`src/rtl/jtdsp16_sio_pkg.sv`:
```
// Shared definitions for the DSP16 serial output transmitter.
//   - sio_state_e : transmitter states (IDLE=0, SHIFT=1)
//   - FrameLen16/FrameLen8 : frame lengths in bits
//   - DefHalf0..3 : default ock half-periods in cen ticks, selected by ock_div
//   - max4 : largest of four values, used to size the divider counter
//   - first_bit : first serial bit of a fresh word
package jtdsp16_sio_pkg;

    typedef enum logic {
        StIdle  = 1'b0,
        StShift = 1'b1
    } sio_state_e;

    localparam int unsigned FrameLen16 = 16;
    localparam int unsigned FrameLen8  = 8;

    localparam int unsigned DefHalf0 = 2;
    localparam int unsigned DefHalf1 = 6;
    localparam int unsigned DefHalf2 = 8;
    localparam int unsigned DefHalf3 = 10;

    function automatic int unsigned max4(input int unsigned a, input int unsigned b,
                                         input int unsigned c, input int unsigned d);
        int unsigned m;
        m = a;
        if (b > m) m = b;
        if (c > m) m = c;
        if (d > m) m = d;
        return m;
    endfunction

    // First serial bit of a word for the given frame length and bit order.
    function automatic logic first_bit(input logic [15:0] word, input logic len16,
                                       input logic msb_first);
        if (!msb_first) return word[0];
        return len16 ? word[15] : word[7];
    endfunction

endpackage

```
`src/rtl/jtdsp16_sio_clkdiv.sv`:
```
// Free-running serial clock divider.
// cnt runs 0..2H-1 on cen ticks; ock is high while cnt < H. H is re-selected from
// ock_div only when the counter wraps, so a divider change never truncates a period.
// Ports:
//   clk_i, rst_i (sync, active-high), cen_i : clocking
//   ock_div_i  : selects HALF0..HALF3
//   ock_o      : registered serial clock
//   boundary_o : one-tick pulse on the cen tick where cnt == 2H-1 (ock about to rise)
module jtdsp16_sio_clkdiv
    import jtdsp16_sio_pkg::*;
#(
    parameter int unsigned HALF0 = DefHalf0,
    parameter int unsigned HALF1 = DefHalf1,
    parameter int unsigned HALF2 = DefHalf2,
    parameter int unsigned HALF3 = DefHalf3
) (
    input  logic       clk_i,
    input  logic       rst_i,
    input  logic       cen_i,
    input  logic [1:0] ock_div_i,
    output logic       ock_o,
    output logic       boundary_o
);

    localparam int unsigned CntW = $clog2(2 * max4(HALF0, HALF1, HALF2, HALF3));

    typedef logic [CntW-1:0] cnt_t;

    cnt_t cnt_q, cnt_d;
    cnt_t half_q, half_d;
    cnt_t half_sel;
    cnt_t cnt_last;
    logic ock_q, ock_d;

    always_comb begin
        unique case (ock_div_i)
            2'd0: half_sel = cnt_t'(HALF0);
            2'd1: half_sel = cnt_t'(HALF1);
            2'd2: half_sel = cnt_t'(HALF2);
            2'd3: half_sel = cnt_t'(HALF3);
        endcase
    end

    // 2H-1; modular arithmetic keeps this exact even when 2H hits 2**CntW.
    assign cnt_last   = (half_q << 1) - cnt_t'(1);
    assign boundary_o = cen_i & (cnt_q == cnt_last);

    always_comb begin
        cnt_d  = cnt_q;
        half_d = half_q;
        if (boundary_o) begin
            cnt_d  = '0;
            half_d = half_sel;
        end else if (cen_i) begin
            cnt_d = cnt_q + cnt_t'(1);
        end
        ock_d = (cnt_d < half_d);
    end

    always_ff @(posedge clk_i) begin
        if (rst_i) begin
            cnt_q  <= '0;
            half_q <= half_sel;
            ock_q  <= 1'b1;
        end else begin
            cnt_q  <= cnt_d;
            half_q <= half_d;
            ock_q  <= ock_d;
        end
    end

    assign ock_o = ock_q;

endmodule

```
`src/rtl/jtdsp16_sio_tx.sv`:
```
// DSP16 serial output transmitter: obuf -> osr -> ods, with free-running ock and
// a frame-start strobe old. All serial outputs change only on ock rising so the
// receiver can sample on ock falling.
// Optional feature: define JTDSP16_SIO_OVR_EN to enable the sticky overrun flag ovr
// (cleared by clr_ovr); otherwise ovr is tied low and clr_ovr is ignored.
// Ports:
//   clk_i, rst_i (sync, active-high), cen_i : clocking; all state frozen when cen_i=0
//   din_i, wr_i      : obuf write data / strobe
//   len16_i          : 1 = 16-bit frame, 0 = 8-bit frame (din[7:0])
//   msb_first_i      : bit order
//   ock_div_i        : ock half-period select
//   clr_ovr_i        : clear overrun flag
//   ock_o, ods_o     : serial clock / data
//   old_o            : high for the first bit period of each frame
//   obe_o            : output buffer empty
//   ose_o            : shifting active
//   ovr_o            : sticky overrun flag
module jtdsp16_sio_tx
    import jtdsp16_sio_pkg::*;
#(
    parameter int unsigned HALF0 = DefHalf0,
    parameter int unsigned HALF1 = DefHalf1,
    parameter int unsigned HALF2 = DefHalf2,
    parameter int unsigned HALF3 = DefHalf3
) (
    input  logic        rst_i,
    input  logic        clk_i,
    input  logic        cen_i,
    input  logic [15:0] din_i,
    input  logic        wr_i,
    input  logic        len16_i,
    input  logic        msb_first_i,
    input  logic [1:0]  ock_div_i,
    input  logic        clr_ovr_i,
    output logic        ock_o,
    output logic        ods_o,
    output logic        old_o,
    output logic        obe_o,
    output logic        ose_o,
    output logic        ovr_o
);

    logic boundary;

    jtdsp16_sio_clkdiv #(
        .HALF0 (HALF0),
        .HALF1 (HALF1),
        .HALF2 (HALF2),
        .HALF3 (HALF3)
    ) u_clkdiv (
        .clk_i      (clk_i),
        .rst_i      (rst_i),
        .cen_i      (cen_i),
        .ock_div_i  (ock_div_i),
        .ock_o      (ock_o),
        .boundary_o (boundary)
    );

    sio_state_e  state_q, state_d;
    logic [15:0] obuf_q, obuf_d;
    logic [15:0] osr_q, osr_d;
    logic [3:0]  bitcnt_q, bitcnt_d;
    logic        obe_q, obe_d;
    logic        ods_q, ods_d;
    logic        old_q, old_d;
    logic        len16_q, len16_d;
    logic        msb_q, msb_d;
    logic        wr_acc;
    logic        xfer;
    logic        frame_done;
    logic        next_bit;

    assign wr_acc     = wr_i & cen_i;
    assign frame_done = (state_q == StIdle) || (bitcnt_q == 4'd0);

    // Bit that follows osr's current output bit, for the frame's latched settings.
    always_comb begin
        if (!msb_q) next_bit = osr_q[1];
        else        next_bit = len16_q ? osr_q[14] : osr_q[6];
    end

    always_comb begin
        state_d  = state_q;
        obuf_d   = obuf_q;
        osr_d    = osr_q;
        bitcnt_d = bitcnt_q;
        obe_d    = obe_q;
        ods_d    = ods_q;
        old_d    = old_q;
        len16_d  = len16_q;
        msb_d    = msb_q;
        xfer     = 1'b0;

        if (boundary) begin
            if (frame_done) begin
                if (!obe_q) begin
                    // Load from IDLE, or back-to-back reload with no gap bit.
                    xfer     = 1'b1;
                    osr_d    = obuf_q;
                    obe_d    = 1'b1;
                    old_d    = 1'b1;
                    ods_d    = first_bit(obuf_q, len16_i, msb_first_i);
                    bitcnt_d = len16_i ? 4'(FrameLen16 - 1) : 4'(FrameLen8 - 1);
                    len16_d  = len16_i;
                    msb_d    = msb_first_i;
                    state_d  = StShift;
                end else begin
                    ods_d   = 1'b0;
                    old_d   = 1'b0;
                    state_d = StIdle;
                end
            end else begin
                osr_d    = msb_q ? (osr_q << 1) : (osr_q >> 1);
                ods_d    = next_bit;
                old_d    = 1'b0;
                bitcnt_d = bitcnt_q - 4'd1;
            end
        end

        // A write on a transfer tick lands after obuf was consumed, so obe ends at 0.
        if (wr_acc) begin
            obuf_d = din_i;
            obe_d  = 1'b0;
        end
    end

    always_ff @(posedge clk_i) begin
        if (rst_i) begin
            state_q  <= StIdle;
            obuf_q   <= '0;
            osr_q    <= '0;
            bitcnt_q <= '0;
            obe_q    <= 1'b1;
            ods_q    <= 1'b0;
            old_q    <= 1'b0;
            len16_q  <= 1'b0;
            msb_q    <= 1'b0;
        end else begin
            state_q  <= state_d;
            obuf_q   <= obuf_d;
            osr_q    <= osr_d;
            bitcnt_q <= bitcnt_d;
            obe_q    <= obe_d;
            ods_q    <= ods_d;
            old_q    <= old_d;
            len16_q  <= len16_d;
            msb_q    <= msb_d;
        end
    end

`ifdef JTDSP16_SIO_OVR_EN
    logic ovr_q, ovr_d;

    // Set has priority over clear when both happen on the same tick.
    always_comb begin
        ovr_d = ovr_q;
        if (cen_i && clr_ovr_i) ovr_d = 1'b0;
        if (wr_acc && !obe_q && !xfer) ovr_d = 1'b1;
    end

    always_ff @(posedge clk_i) begin
        if (rst_i) ovr_q <= 1'b0;
        else       ovr_q <= ovr_d;
    end

    assign ovr_o = ovr_q;
`else
    logic unused_ovr_inputs;
    assign unused_ovr_inputs = clr_ovr_i ^ xfer;
    assign ovr_o = 1'b0;
`endif

    assign ods_o = ods_q;
    assign old_o = old_q;
    assign obe_o = obe_q;
    assign ose_o = (state_q == StShift);

endmodule
```
`config.mk`:
```
export PLATFORM = sky130hd
export DESIGN_NAME = jtdsp16_sio_tx
export DESIGN_NICKNAME = d
export VERILOG_FILES = /design/src/rtl/jtdsp16_sio_pkg.sv /design/src/rtl/jtdsp16_sio_clkdiv.sv /design/src/rtl/jtdsp16_sio_tx.sv
export SDC_FILE = /design/constraint.sdc
export NUM_CORES = 1
export LEC_CHECK = 0
export ABC_AREA = 1
export CAP_MARGIN = 0
export CORE_ASPECT_RATIO = 1.1
export CORE_MARGIN = 8
export CORE_UTILIZATION = 24
export DETAILED_ROUTE_END_ITERATION = 7
export GPL_ROUTABILITY_DRIVEN = 0
export PLACE_DENSITY = 0.51
export RECOVER_POWER = 100
export SYNTH_ARGS = -nofsm -noshare
export SYNTH_HDL_FRONTEND = slang
export SYNTH_SLANG_ARGS = --single-unit
export TNS_END_PERCENT = 30
```
`constraint.sdc`:
```
create_clock -name clk_i -period 5.3 [get_ports clk_i]
set_input_delay 1.59 -clock clk_i [delete_from_list [all_inputs] [get_ports clk_i]]
set_output_delay 1.59 -clock clk_i [all_outputs]
set_load 0.02 [all_outputs]
```
==> flow_results.org <==
** Critical path
- Category of the worst setup path capture point :: flip-flop
- The worst setup path is of the in2reg kind.
- The worst setup path is launched from an input port.
- Origin of the worst setup path :: cen_i
- Cell at the slowest stage of the critical path :: sky130_fd_sc_hd__nand3_1
- STA puts the critical path data required time at ~5.5 ns.
- Most frequent cell on the critical path :: sky130_fd_sc_hd__nor2_1
- Endpoint arrival time on the critical path :: roughly 4.4 ns
- Register-to-register setup slack :: 2.33 ns
- Capture instance of the worst register-to-register path :: osr_q[14]
- Number of cells traversed by the worst register-to-register path :: 10
- In this run the worst path has a maximum fanout of 37.
- The largest single stage delay on the critical path is roughly 1.0 ns.
- Ordered list of cells on the worst path :: dlygate4sd3_1 > nand2_1 > inv_1 > nand3_4 > nor2_1 > nand3_1 > nor2_1 > nor2_1
- The startpoint identified for the worst register-to-register timing path is u_clkdiv.half_q[0].

** Timing
- Based on the critical path, the design can be clocked at up to around 0.24 GHz.
- The worst path in the final design needs a cycle of 4.186 ns, including I/O delays and setup.
- After layout, the worst setup slack is 1.114 ns.
- Across all hold checks on the routed design, the worst slack comes to between 0.4 and 0.5 ns.
- Period utilization :: approximately 79%
- Worst slew margin :: 8.281%
- Slew Viols, Final :: 0
- Clock skew on the completed layout was measured at around 0.0077 ns.
- Setup violations remaining at the end of the flow were counted as 0.
- RSZ-0062 raised after global routing :: false
- Total Neg Setup Slack :: 0 ns
- Final hold violations :: 0
- Transition at the pin with the smallest max-transition slack :: approximately 1.4 ns

** Routing
- In the routed layout, each cell is associated on average with a via count of slightly above 4.
- Per-cell routed wire length :: roughly 10 um
- The first detailed-routing pass took 4 iterations.
- After the first detailed-routing iteration, the DRC count stood at 113.
- Post-route DRC :: 0
- The count of nets left with antenna violations once routing finished came out at 0.
- Detailed routing inserted a total of approximately 2.5k vias.
- DRT Wirelength :: 6.464 mm

** Clock tree
- For this design, the sink count on the clock tree is between 50 and 60.
- Bufs on Longest Clock Path :: 2
- Master cell of the clock root buffer :: sky130_fd_sc_hd__clkbuf_16
- Gates resized during post-CTS repair numbered 0.
- Clock network latency to the later pin of the worst-skew pair :: 0.29 ns
- TritonCTS built the clock tree.
- Buffers inserted during clock tree synthesis total 5.
- After clock tree synthesis, the clock-pin slew on the worst setup and hold paths is approximately 0.07 ns.
- The H-tree generated during clock tree synthesis spans 2 levels.
- Number of buffers added to fix hold violations after cts :: 0
- Buffers added to address setup during post-CTS repair amount to 0.

** Placement
- Post-place setup slack :: about 1.4 ns
- Detailed placement ended at an HPWL of ~4.7 mm.
- During placement, the flow inserted port buffers numbering 28.
- Including well taps, the total number of placed cells is 610.
- The placed instances occupy a cell area of 3199 um2.

** Pwr
- Cell internal power was estimated by the tool at between 0.6 and 0.7 mW.
- For this design the static power due to leakage is 1.596 nW.
- In this run switching power makes up about 25% of total power.
- Of the total power, registers draw a little over 50%.
- In this run, the clock network consumes 38.8% of the power.
- The share of total power dissipated in combinational logic is roughly 11%.
- Power per standard cell area :: about 250 nW/um2
- Switching power :: about 0.20 mW
- Overall power of the completed layout :: 0.8324 mW
- Across the VDD grid, the largest voltage drop is roughly 0.11 mV.

** GRT
- Number of antenna violations at the first check in global routing :: 0
- Via count of the first global-routing pass :: roughly 2.5k
- Entering global routing, the biggest net connects 38 pins.
- Global routing used 8.725% of the available tracks across all layers.
- Total overflow reported by the global router :: 0
- First-pass GRT wire length :: 11.10 mm

** Final layout
- Top library cells by usage in the layout, fill and taps aside :: sky130_fd_sc_hd__nand2_1, sky130_fd_sc_hd__nor2_1, sky130_fd_sc_hd__dfxtp_1
- The count of cells in the finished layout, fillers not included, comes to roughly 600.
- Post-route standard cell area excluding fillers :: between 3000 and 4000 um2
- Antenna fix cells :: 0
- Compared with the post-synthesis result, the final layout area differs by 17.95%.
- In the final layout, the share of cells above drive strength 1 is ~3.4%.
- Once layout is complete, the utilization of the core stands at 28.89%.
- Layout Nets :: approximately 500
- The library cell used most frequently in the layout, excluding fill and tap cells, is sky130_fd_sc_hd__nand2_1.

** Run status
- The flow ran to the end, and the final reports show no timing, DRC or antenna violations.

** Die
- The floorplan step defined a core boundary enclosing between 10000 and 15000 um2.
- Die extent in x :: about 120 um
- Y dimension of the die :: between 100 and 150 um
- The floorplan step defined a die boundary enclosing roughly 15000 um2.
- I/O pin count :: 31
- Std-Cell Rows :: 41
- Starting density of the core :: roughly a quarter

** Synth
- Post-Syn Instances :: 447
- For this run, the leading register cell type out of synthesis is sky130_fd_sc_hd__dfxtp_1.
- Counting flops and latches in the post-synthesis netlist gives 53.
- Number of enable-type register cells in the synthesized netlist :: 0
- Yosys mapped the design onto 25 distinct sky130hd cell types.
- For this run, the register share of the synthesized area comes to 37.87%.
- Total nets after synthesis :: between 400 and 500
- For this run, asynchronously set or reset flops after synthesis account for 0%.
- Dividing the synthesized area by the synthesized cell count gives approximately 6.3 um2.
- The cell area that synthesis handed to floorplanning was about 2800 um2.
- For this run, the number of Yosys warnings is 0.

** Hold path
- The worst hold path passes through 2 cells.
- Type of the most critical hold path :: reg2reg
- Hold Crit Start :: u_clkdiv.half_q[4]
- Destination of the worst hold path :: u_clkdiv.half_q[4]

** Run
- Max-cap violations :: 0
[power by group through the flow]
stage	clock, mW	sequential (mW)	combinational, mW
floorplan	0	0.428	0.0598
global placement	0	0.428	0.0945
detailed placement	0	0.429	0.0957
CTS	0.334	0.419	0.0961
global route	0.348	0.420	0.105
finish	0.323	0.419	0.0906
[logic make-up (layout without fill, tap and decap cells)]
group | after synthesis | after routing | synth area share (%)
AO/OA/AOI/OAI | 49 | 49 | 8.978
XOR/XNOR | 5 | 5 | 1.563
adder cells (fa/ha/maj) | 7 | 7 | 3.126
buffers and inverters | 62 | 83 | 9.201
flip-flops | 53 | 53 | 37.87
other | 1 | 1 | 0.1339
AND/OR/NAND/NOR | 270 | 270 | 39.12
[flip-flops by register name, indices dropped and copies added, names as in the netlist, 4 cells and up]
signal and flops:
obuf_q 16, u_clkdiv.cnt_q 5, osr_q 16, u_clkdiv.half_q 5, bitcnt_q 4
[synthesized netlist by cell type, types with 3 or more instances]
| cell | number | area (um2) |
|---|---|---|
| sky130_fd_sc_hd__nand2_1 | 155 | 581.8 |
| sky130_fd_sc_hd__nor2_1 | 90 | 337.8 |
| sky130_fd_sc_hd__dfxtp_1 | 53 | 1061 |
| sky130_fd_sc_hd__inv_1 | 41 | 153.9 |
| sky130_fd_sc_hd__o21ai_0 | 38 | 190.2 |
| sky130_fd_sc_hd__nand3_1 | 11 | 55.05 |
| sky130_fd_sc_hd__clkbuf_1 | 10 | 37.54 |
| sky130_fd_sc_hd__a21oi_1 | 8 | 40.04 |
| sky130_fd_sc_hd__ha_1 | 7 | 87.58 |
| sky130_fd_sc_hd__buf_2 | 5 | 25.02 |
| sky130_fd_sc_hd__nand2_2 | 5 | 31.28 |
| sky130_fd_sc_hd__xor2_1 | 4 | 35.03 |
| sky130_fd_sc_hd__inv_2 | 3 | 11.26 |
| sky130_fd_sc_hd__nand4_1 | 3 | 18.77 |
[routing by layer]
layer	up-vias	share of wire [%]	wire length [um]	track usage (%)
met1	1103	47	3061	9.816
met4	0	1.7	113	3.797
li1	1404	-	-	-
met5	-	0	0	0
met2	33	48	3111	15.75
met3	7	2.7	177	1.696
[critical path, delay by kind of cell]
family / cells / cell delay, ns
simple gates: 6 / 1.97
buf+inv: 2 / 0.79
[how the worst max path moves through the flow]
stage | endpoint | slack (ns)
after global routing | osr_q[3] | 0.79
after global placement | u_clkdiv.ock_o | 1.40
final | osr_q[14] | 1.11
after floorplan | u_clkdiv.ock_o | 2.13
after detailed placement | u_clkdiv.ock_o | 1.37
after CTS | u_clkdiv.ock_o | 1.68
[cell type report]
cell class,instances,area (um2)
fill,1276,8135
clock buffer,6,128.9
inverter,44,165.2
tap,150,187.7
sequential,53,1061
multi-input combinational,332,1449
timing repair buffer,31,299.0
clock inverter,2,13.76
(Power assumes the default switching activity.)
